`src/rtl/mfcc_pkg.sv`:
```
// Shared constants and types for the MFCC front end.
//   N_FFT        samples per FFT frame
//   Q_DATA       MSB index of a sample (sample width Q_DATA+1)
//   MAX_PENDING  frames that may be buffered before the reader overruns
//   state_t      frame reader FSM states
package mfcc_pkg;

  localparam int N_FFT       = 256;
  localparam int Q_DATA      = 15;
  localparam int MAX_PENDING = 2;

  typedef enum logic [1:0] {
    IDLE,
    READ,
    DRAIN
  } state_t;

endpackage

```
`src/rtl/fft_frame_reader.sv`:
```
// Reader side of the triple-bank overlap frame buffer.
// Counts completed frames from the buffer, strobes N reads per frame and re-times the
// returned samples into a framed stream (sop/eop/index) for the FFT core.
// Ports:
//   clk, reset     clock (rising edge), synchronous active-high reset
//   paquet_ready   1-cycle pulse per completed frame in the buffer
//   fft_ready      FFT can take a whole frame; only looked at in IDLE
//   rd_en          read strobe to the buffer
//   buf_valid      buffer read data valid, one cycle after rd_en
//   buf_data       buffer read data, signed
//   fft_valid      output sample valid
//   fft_data       output sample, signed
//   fft_sop        first sample of a frame
//   fft_eop        sample N-1 of a frame
//   fft_idx        index of the current output sample
//   pending        frames available but not yet read
//   overrun        sticky: frame arrived while pending was already full
//   sync_err       sticky: buf_valid did not follow rd_en by exactly one cycle
module fft_frame_reader #(
  parameter int Q_DATA      = mfcc_pkg::Q_DATA,
  parameter int N           = mfcc_pkg::N_FFT,
  parameter int MAX_PENDING = mfcc_pkg::MAX_PENDING
) (
  input  logic                     clk,
  input  logic                     reset,
  input  logic                     paquet_ready,
  input  logic                     fft_ready,
  output logic                     rd_en,
  input  logic                     buf_valid,
  input  logic [Q_DATA:0]          buf_data,
  output logic                     fft_valid,
  output logic [Q_DATA:0]          fft_data,
  output logic                     fft_sop,
  output logic                     fft_eop,
  output logic [$clog2(N)-1:0]     fft_idx,
  output logic [1:0]               pending,
  output logic                     overrun,
  output logic                     sync_err
);

  import mfcc_pkg::*;

  localparam int IDX_W = $clog2(N);
  localparam logic [IDX_W-1:0] LAST_IDX = IDX_W'(N - 1);
  localparam logic [1:0] PEND_FULL = 2'(MAX_PENDING);

  state_t           state;
  logic [IDX_W-1:0] rd_cnt;
  logic             frame_start;

  // Frame read begins on the clock edge that leaves IDLE; pending drops on that same edge.
  assign frame_start = (state == IDLE) && (pending != 2'd0) && fft_ready;

  // FSM, read strobe and pending counter
  always_ff @(posedge clk) begin
    if (reset) begin
      state   <= IDLE;
      rd_cnt  <= '0;
      rd_en   <= 1'b0;
      pending <= 2'd0;
      overrun <= 1'b0;
    end else begin
      case (state)
        IDLE: begin
          if (frame_start) begin
            state  <= READ;
            rd_en  <= 1'b1;
            rd_cnt <= '0;
          end
        end
        READ: begin
          rd_cnt <= rd_cnt + 1'b1;
          if (rd_cnt == LAST_IDX) begin
            rd_en <= 1'b0;
            state <= DRAIN;
          end
        end
        // Last sample comes back from the buffer during this cycle.
        DRAIN: state <= IDLE;
        default: begin
          state <= IDLE;
          rd_en <= 1'b0;
        end
      endcase

      if (paquet_ready && !frame_start) begin
        if (pending == PEND_FULL) begin
          overrun <= 1'b1;
        end else begin
          pending <= pending + 2'd1;
        end
      end else if (frame_start && !paquet_ready) begin
        pending <= pending - 2'd1;
      end
    end
  end

  logic             exp_valid;
  logic [IDX_W-1:0] acc_cnt;

  // Registered output stage
  always_ff @(posedge clk) begin
    if (reset) begin
      exp_valid <= 1'b0;
      acc_cnt   <= '0;
      fft_valid <= 1'b0;
      fft_data  <= '0;
      fft_sop   <= 1'b0;
      fft_eop   <= 1'b0;
      fft_idx   <= '0;
      sync_err  <= 1'b0;
    end else begin
      exp_valid <= rd_en;
      if (buf_valid != exp_valid) begin
        sync_err <= 1'b1;
      end

      fft_valid <= buf_valid;
      fft_sop   <= buf_valid && (acc_cnt == '0);
      fft_eop   <= buf_valid && (acc_cnt == LAST_IDX);
      if (buf_valid) begin
        fft_data <= buf_data;
        fft_idx  <= acc_cnt;
      end

      // Realign the index at each frame so a dropped sample cannot skew later frames.
      if (frame_start) begin
        acc_cnt <= '0;
      end else if (buf_valid) begin
        acc_cnt <= acc_cnt + 1'b1;
      end
    end
  end

endmodule

```
`config.mk`:
```
export PLATFORM = sky130hd
export DESIGN_NAME = fft_frame_reader
export DESIGN_NICKNAME = d
export VERILOG_FILES = /design/src/rtl/mfcc_pkg.sv /design/src/rtl/fft_frame_reader.sv
export SDC_FILE = /design/constraint.sdc
export NUM_CORES = 1
export LEC_CHECK = 0
export BUFFER_PORTS_ARGS = -buffer_cell sky130_fd_sc_hd__buf_2
export CAP_MARGIN = 10
export CELL_PAD_IN_SITES_DETAIL_PLACEMENT = 0
export CELL_PAD_IN_SITES_GLOBAL_PLACEMENT = 1
export CORE_AREA = 5 5 79 81
export CTS_CLUSTER_DIAMETER = 100
export CTS_CLUSTER_SIZE = 24
export DETAILED_ROUTE_END_ITERATION = 12
export DIE_AREA = 0 0 84 86
export HOLD_SLACK_MARGIN = 0.15
export MAX_ROUTING_LAYER = met4
export PLACE_DENSITY = 0.78
export SYNTH_ARGS = -nofsm -noshare
export SYNTH_HDL_FRONTEND = slang
export SYNTH_SLANG_ARGS = --single-unit
```
`constraint.sdc`:
```
create_clock -name clk -period 1.6 [get_ports clk]
set_clock_uncertainty 0.15 [all_clocks]
set_input_delay 0.08 -clock clk [delete_from_list [all_inputs] [get_ports clk]]
set_output_delay 0.08 -clock clk [all_outputs]
set_load 0.1 [all_outputs]
```
Word-level counts from Yosys, hierarchy flattened

Cells that the tools add are included.

Bitwise gates (word level): 1
Add/sub/neg operators: 4
Reductions and logical operators: 19
Equality and inequality tests: 9
Multiplexer cells: 11

Operators by type and width:

| operator                                            | count |
|---|---|
| adder 8 x 1 -> 8 bit, second input constant         | 2 |
| equality test 8 bit, second input constant          | 2 |
| case mux 8 bit (2 select lines)                     | 1 |
| two-way mux 2 bit                                   | 5 |
| zero test 8 bit                                     | 1 |
| two-way mux 8 bit                                   | 1 |
| AND reduction 2 bit                                 | 4 |
| logical AND 1 bit                                   | 6 |
| inequality test 2 bit, second input constant        | 3 |
| nonzero test 2 bit                                  | 3 |
| equality test 2 bit, second input constant          | 2 |
| case mux 2 bit (2 select lines)                     | 1 |
| case mux 1 bit (3 select lines)                     | 1 |
| AND reduction 3 bit                                 | 1 |
| adder 2 x 1 -> 2 bit, second input constant         | 1 |
| equality test 2 x 1 -> 1 bit, second input constant | 1 |
| zero test 1 bit                                     | 2 |
| zero test 2 bit                                     | 1 |
| two-way mux 1 bit                                   | 2 |
| OR reduction 2 bit                                  | 1 |
| subtractor 2 x 1 -> 2 bit, second input constant    | 1 |
| inequality test 1 bit                               | 1 |
| inverter 1 bit                                      | 1 |

Word-level logic and storage cells: 57
Output and inout bits: 32
Register bits: 51

Depth between registers and ports, before layout

Gate-level depths: netlist of run 1.

Word-level depth: 7
Depth in mapped cells: 5
Depth with buffers taken out: 5

Least setup slack after synthesis of run 1

Ideal clock, no wire load.

Path type: reg-to-reg
Start point: reg pending[1]
End point: reg rd_en
Period minus slack after synthesis: 2.058 ns
Arrival time: 1.815 ns
Setup time: 0.092 ns
Stages on the path, launching flop included: 4
Slack: -0.458 ns
Cell sequence: dfxtp_1 > nor2_1 > o31a_1 > o32ai_1

Word-level cells in the longest chain between the ends: 5

RTL lines:

| element                                | RTL line               | source |
|---|---|---|
| start, declared                        | fft_frame_reader.sv:36 | `output logic [1:0] pending,` |
| start signal, assigned                 | fft_frame_reader.sv:90 | `pending <= pending + 2'd1;` |
| start signal, assigned                 | fft_frame_reader.sv:93 | `pending <= pending - 2'd1;` |
| nonzero test 2 bit                     | fft_frame_reader.sv:52 | `assign frame_start = (state == IDLE) && (pending != 2'd0) && fft_ready;` |
| logical AND 1 bit (2 in series)        | fft_frame_reader.sv:52 |  |
| inequality test 2 bit (no source line) | --                     |  |
| AND reduction 3 bit (no source line)   | --                     |  |
| end signal, assigned                   | fft_frame_reader.sv:59 | `rd_en <= 1'b0;` |
| end signal, assigned                   | fft_frame_reader.sv:67 | `rd_en <= 1'b1;` |
| end signal, assigned                   | fft_frame_reader.sv:74 | `rd_en <= 1'b0;` |
| end, declared                          | fft_frame_reader.sv:28 | `output logic rd_en,` |

Every way passes these cells.
A chain may end at the register's enable or synchronous reset.

==> reports/results.txt, run 1 <==
share of layout cells above drive strength 1 -> 0.290
drt wl/cell -> 13.1 um
most common cell in the netlist -> dfxtp_1
Total GRT Usage -> 0.144
number of flops mapped to enable cells by yosys -> 0
Reg2Reg Capture Point -> pending[1]$_SDFFE_PP0P_
post-CTS setup buffers -> 0
CTS tree -> built
Worst Setup End Kind -> register
crit path to -> rd_cnt[6]$_SDFFE_PP0P_
Crit path required time -> 1660 ps
DRT antenna net count -> 0
final WL -> 4910 um
Area growth syn-to-layout -> 38.1%
CTS sink cnt -> 51
core footprint -> 5410 um^2
startpoint types -> primary input
largest cells by area after synthesis -> dfxtp_1 49%, mux2i_1 13%, nor2_1 6.3%
ant diodes -> 0
port bufs -> 52
Leak -> 1.27 nW
clock transition at the registers of the reported paths -> 90 ps
Root Driver -> clkbuf_8
CTS Buf Count -> 5
top cell type's share of synthesized area -> 0.492
crit path launch -> reset
Max IR drop VDD -> 0.000549 V
setup TNS -> 0 ps
Worst-Skew Late Latency -> 290 ps
Final setup viols -> 0
vias in the first global route -> 1820
Die Ht -> 86 um
Via Count -> 1849
std cell rows -> 27
Initial Util -> 0.384
H-tree Lvls -> 2
Worst Path Arrival -> 1610 ps
GRT overflow -> 0
Final period util -> 0.966
Post-Syn Instances -> 217
crit path max fanout -> 4
synth cell count leaders -> 51 x dfxtp_1, 35 x nor2_1, 26 x mux2i_1
worst hold path type -> primary input to register
Tmin final -> 1550 ps
DRT iter0 DRCs -> 83
Yosys top cell by area -> dfxtp_1
clk buf depth -> 2
FF+latch count, synth -> 51
antenna violations before repair -> 0
reg2reg setup slack -> 70 ps
fmax -> 647 MHz
Max Slew Vio Count -> 0
Slew HR -> 0.666
outcome -> finished, final reports clean
Die Footprint -> 7220 um^2
synth unique cells -> 41
# nets final -> 326
Fillers -> 523
total power -> 2.89 mW
max cap viols -> 0
Final Hold Fails -> 0
R2R depth -> 3
Die X -> 84 um
synthesized area -> 2080 um^2
ys flop type -> dfxtp_1
synthesized net count -> 241
vias per cell -> 4.93
RSZ-0062 raised after global routing -> no
GPL Wtd Cong -> 0.783
PwrDens -> 1010 nW/um^2
post-synthesis async set-or-reset flop share -> 0
first-pass GRT wire length -> 8370 um
remaining design rule violation count -> 0
Synthesis Warnings -> 0
Syn Area/Cell -> 9.57 um^2
IO Count -> 53
worst slew pin tran -> 504 ps
DP HPWL -> 3300 um
post-route setup slack -> 54.6 ps
pre-CTS setup slack -> 48.5 ps
worst reg2reg startpoint -> state[0]$_SDFFE_PP0P_
sequential fraction of the synthesis area -> 0.492
largest net degree at the start of global routing -> 21
critical path class -> primary input to register
Pre-antenna DRT Iters -> 4
## stage by stage
stage	cells	cell area, um^2	hold WS, ps	util
after detailed placement	344	2490	174	0.460
after global placement	344	2490	162	0.460
after CTS	375	2830	190	0.523
after global routing	375	2870	210	0.530
final	375	2870	195	0.530
after floorplan	217	2080	13.3	-
## metal layers
layer  vias up  global-route usage  wire (um)
met2        53               0.215       2210
met5         -                   -          0
met4         0              0.0482         65
met1       854               0.190       2340
li1        934                   -          -
met3         8              0.0394        294
## sequential cells by signal (all words and copies together), names as in the netlist
name	flops
acc_cnt	8
exp_valid	1
fft_data	16
fft_eop	1
fft_idx	8
fft_sop	1
fft_valid	1
overrun	1
pending	2
rd_cnt	8
rd_en	1
state	2
sync_err	1
## cell type report
cell class / instances / area, um^2 / share of cell area
tap: 72 / 90.1 / 0.0314
timing repair buffer: 89 / 602 / 0.210
clock inverter: 3 / 38.8 / 0.0135
multi-input combinational: 147 / 1000 / 0.350
sequential: 51 / 1030 / 0.361
inverter: 8 / 30.0 / 0.0105
clock buffer: 5 / 68.8 / 0.0240
## cell usage in the layout (no fill, tap or decap), drive strengths merged, types with 2 or more instances in the layout
master	instances
a211oi	2
a21oi	8
buf	66
clkbuf	5
clkinv	2
dfxtp	51
dlygate4sd3	22
ha	3
inv	8
mux2i	26
nand2	10
nand2b	3
nand3	7
nand4	3
nor2	35
nor2b	4
nor3	3
nor4	3
nor4b	3
o211ai	3
o21ai	5
o31ai	3
or3	4
or3b	2
or4	2
xnor2	2
xor2	4
## what timing repair did
| item | 4_1_cts | 5_1_grt |
|---|---|---|
| hold buffers | 23 | 0 |
| endpoints found under the setup margin | 0 | 8 |
| endpoints found under the hold margin | 39 | 0 |
| gates resized for setup | 0 | 12 |
## worst min-delay path by stage
stage	from	endpoint	slack [ps]	cells past startpoint
3_3_place_gp	buf_data[5]	fft_data[5]$_SDFFE_PP0P_	160	3
6_report	buf_valid	acc_cnt[0]$_SDFFE_PP0P_	200	4
2_1_floorplan	reset	fft_valid$_SDFF_PP0_	10	1
5_1_grt	buf_valid	acc_cnt[0]$_SDFFE_PP0P_	210	4
4_1_cts	buf_valid	fft_data[12]$_SDFFE_PP0P_	190	4
3_5_place_dp	buf_data[6]	fft_data[6]$_SDFFE_PP0P_	170	3
## worst max-delay path, cell delays in order
cell,delay (ps)
dlygate4sd3_1,530
buf_2,130
or3b_4,390
or4_1,400
o31ai_1,70
## report_power, final
part           total, mW  switching, mW  internal (mW)
Combinational      0.671          0.478          0.193
Clock              0.857          0.399          0.458
Sequential          1.36         0.0389           1.33
Total               2.89          0.916           1.98
## cells by family (layout without fill, tap and decap cells)
group	after synthesis	in the layout	synth area share
simple gates	83	83	0.202
flops	51	51	0.492
fa+ha+maj	3	3	0.0181
buf+inv	19	105	0.0386
xor+xnor	6	6	0.0253
mux	26	26	0.125
compound gates	29	29	0.0989
Power figures use the tool's default switching activity.
==> run 2, diff against run 1 <==
--- a/config.mk
+++ b/config.mk
@@ -15,7 +15,6 @@
 export DETAILED_ROUTE_END_ITERATION = 12
 export DIE_AREA = 0 0 84 86
 export HOLD_SLACK_MARGIN = 0.15
-export MAX_ROUTING_LAYER = met4
 export PLACE_DENSITY = 0.78
 export SYNTH_ARGS = -nofsm -noshare
 export SYNTH_HDL_FRONTEND = slang
==> run 2 against run 1 <==
Register-to-register slack is essentially flat. Final cell count unchanged. Setup slack is essentially flat. Wire length rose by 0.18%. Final area stayed put. Sequential cell count is the same. Power about the same. Die area unchanged. Non-clock buffer count did not move. Fmax about the same. Hold slack hardly changed.
==> reports/results.txt, run 2 (synthesis gave the netlist of run 1 again) <==
antenna violations before repair -> 0 (unchanged)
Biggest register -> fft_data (unchanged)
Root Driver -> clkbuf_8 (unchanged)
Leak -> 1.27 nW (unchanged)
Reg2Reg Capture Point -> pending[1]$_SDFFE_PP0P_ (unchanged)
CP max stage delay -> 530 ps (about the same)
critical path class -> primary input to register (unchanged)
setup TNS -> 0 ps (unchanged)
Largest register FFs -> 16 (unchanged)
Tmin final -> 1550 ps (about the same)
Final Hold Fails -> 0 (unchanged)
WHS Path Cells -> 4 (unchanged)
CTS tree -> built (unchanged)
fmax -> 647 MHz (about the same)
Slew HR -> 0.667 (was 0.666)
outcome -> finished, final reports clean (unchanged)
CTS Buf Count -> 5 (unchanged)
remaining design rule violation count -> 0 (unchanged)
DP HPWL -> 3300 um (unchanged)
Final period util -> 0.966 (about the same)
Die X -> 84 um (unchanged)
Hold Path Origin -> buf_valid (unchanged)
Crit path required time -> 1660 ps (about the same)
crit path max fanout -> 4 (unchanged)
Total GRT Usage -> 0.140 (was 0.144)
reg2reg setup slack -> 70 ps (about the same)
Hold EP -> acc_cnt[0]$_SDFFE_PP0P_ (unchanged)
Fin Hold WS -> 195 ps (about the same)
ant diodes -> 0 (unchanged)
# nets final -> 326 (unchanged)
Max IR drop VDD -> 0.000550 V (was 0.000549 V)
largest net degree at the start of global routing -> 21 (unchanged)
Largest delay share family, worst path -> simple AND/OR/NAND/NOR gates (unchanged)
share of layout cells above drive strength 1 -> 0.290 (unchanged)
GPL Wtd Cong -> 0.772 (was 0.783)
final WL -> 4920 um (was 4910 um)
max cap viols -> 0 (unchanged)
DRT antenna net count -> 0 (unchanged)
Worst-Skew Late Latency -> 290 ps (about the same)
Die Ht -> 86 um (unchanged)
H-tree Lvls -> 2 (unchanged)
Critical path buffers and inverters -> 2 (unchanged)
drt wl/cell -> 13.1 um (about the same)
DRT iter0 DRCs -> 83 (unchanged)
port bufs -> 52 (unchanged)
Pre-antenna DRT Iters -> 4 (unchanged)
IO Count -> 53 (unchanged)
CTS sink cnt -> 51 (unchanged)
worst reg2reg startpoint -> state[0]$_SDFFE_PP0P_ (unchanged)
first-pass GRT wire length -> 8360 um (was 8370 um)
R2R depth -> 3 (unchanged)
Final setup viols -> 0 (unchanged)
Die Footprint -> 7220 um^2 (unchanged)
most common cell after layout, fill and taps aside -> buf_2 (unchanged)
std cell rows -> 27 (unchanged)
PwrDens -> 1010 nW/um^2 (about the same)
Initial Util -> 0.384 (unchanged)
RSZ-0062 raised after global routing -> no (unchanged)
GRT overflow -> 0 (unchanged)
clock transition at the registers of the reported paths -> 90 ps (about the same)
Worst Setup End Kind -> register (unchanged)
vias per cell -> 4.94 (was 4.93)
vias in the first global route -> 1824 (was 1820)
Worst Path Arrival -> 1610 ps (about the same)
worst slew pin tran -> 504 ps (about the same)
Via Count -> 1851 (was 1849)
clk buf depth -> 2 (unchanged)
Area growth syn-to-layout -> 38.1% (unchanged)
core footprint -> 5410 um^2 (unchanged)
startpoint types -> primary input (unchanged)
CP cell instances -> dlygate4sd3_1 -> buf_2 -> or3b_4 -> or4_1 -> o31ai_1 (unchanged)
slowest stage cell, crit path -> dlygate4sd3_1 (unchanged)
worst hold path type -> primary input to register (unchanged)
most frequent cells in the layout -> 52 x buf_2, 45 x dfxtp_1, 35 x nor2_1, 26 x mux2i_1, 22 x dlygate4sd3_1 (unchanged)
Max Slew Vio Count -> 0 (unchanged)
==> run 2: cell counts in the layout (fill, tap and decap cells not counted) <==
Identical to the previous run, type by type.
==> run 2: how the worst max path moves through the flow <==
stage / start / cells after the start / end / slack (ps)
finish: reset / 5 / rd_cnt[6]$_SDFFE_PP0P_ / 50
floorplan: rd_en$_SDFFE_PP0P_ / 3 / rd_en$_SDFFE_PP0P_ / 30
detailed placement: state[1]$_SDFFE_PP0P_ / 4 / pending[0]$_SDFFE_PP0P_ / 50
CTS: buf_valid / 5 / fft_eop$_SDFF_PP0_ / 30
global placement: acc_cnt[0]$_SDFFE_PP0P_ / 4 / fft_eop$_SDFF_PP0_ / 80
global route: reset / 5 / rd_cnt[6]$_SDFFE_PP0P_ / 10
==> run 2: timing repair <==
action	in CTS	in global routing
hold buffers	23	0
endpoints found under the hold margin	39	0
buffers inserted	0	0
resized for setup	0	12
endpoints found under the setup margin	0	8
==> run 2: power breakdown <==
| part | internal [mW] | total (mW) | switching, mW | leakage, nW |
|---|---|---|---|---|
| sequential | 1.33 | 1.36 | 0.0388 | 0.420 |
| clock | 0.458 | 0.858 | 0.399 | 0.0556 |
| combinational | 0.193 | 0.671 | 0.478 | 0.793 |
| total | 1.98 | 2.89 | 0.916 | 1.27 |
==> run 2: per-layer routing <==
layer / part of all wire / up-vias / global-route usage / wire length [um]
li1: - / 935 / - / -
met1: 0.46 / 852 / 0.181 / 2260
met5: 0 / - / 0 / 0
met4: 0.014 / 0 / 0.0482 / 70
met3: 0.079 / 8 / 0.0519 / 391
met2: 0.45 / 56 / 0.215 / 2200
==> run 2: through the flow <==
step | instance area, um^2 | utilization | power (mW) | std cells | worst slack (ps)
after floorplan | 2080 | - | 1.87 | 217 | 25.3
after global placement | 2490 | 0.460 | 2.00 | 344 | 76.2
after detailed placement | 2490 | 0.460 | 2.01 | 344 | 48.5
after CTS | 2830 | 0.523 | 2.91 | 375 | 27.9
after global routing | 2870 | 0.530 | 3.04 | 375 | 9.57
final | 2870 | 0.530 | 2.89 | 375 | 54.8
==> run 2: layout make-up <==
cell class                      count  area (um^2)
Tap cell                           72         90.1
Timing Repair Buffer               89          602
Inverter                            8         30.0
Multi-Input combinational cell    147         1000
Sequential cell                    51         1030
Clock buffer                        5         68.8
Fill cell                         523         2540
Clock inverter                      3         38.8
==> run 2: tightest hold or removal path, delay by kind of cell <==
kind                   cells  cell delay [ps]
buffers and inverters      2              330
AND/OR/NAND/NOR            1               40
XOR/XNOR                   1              160
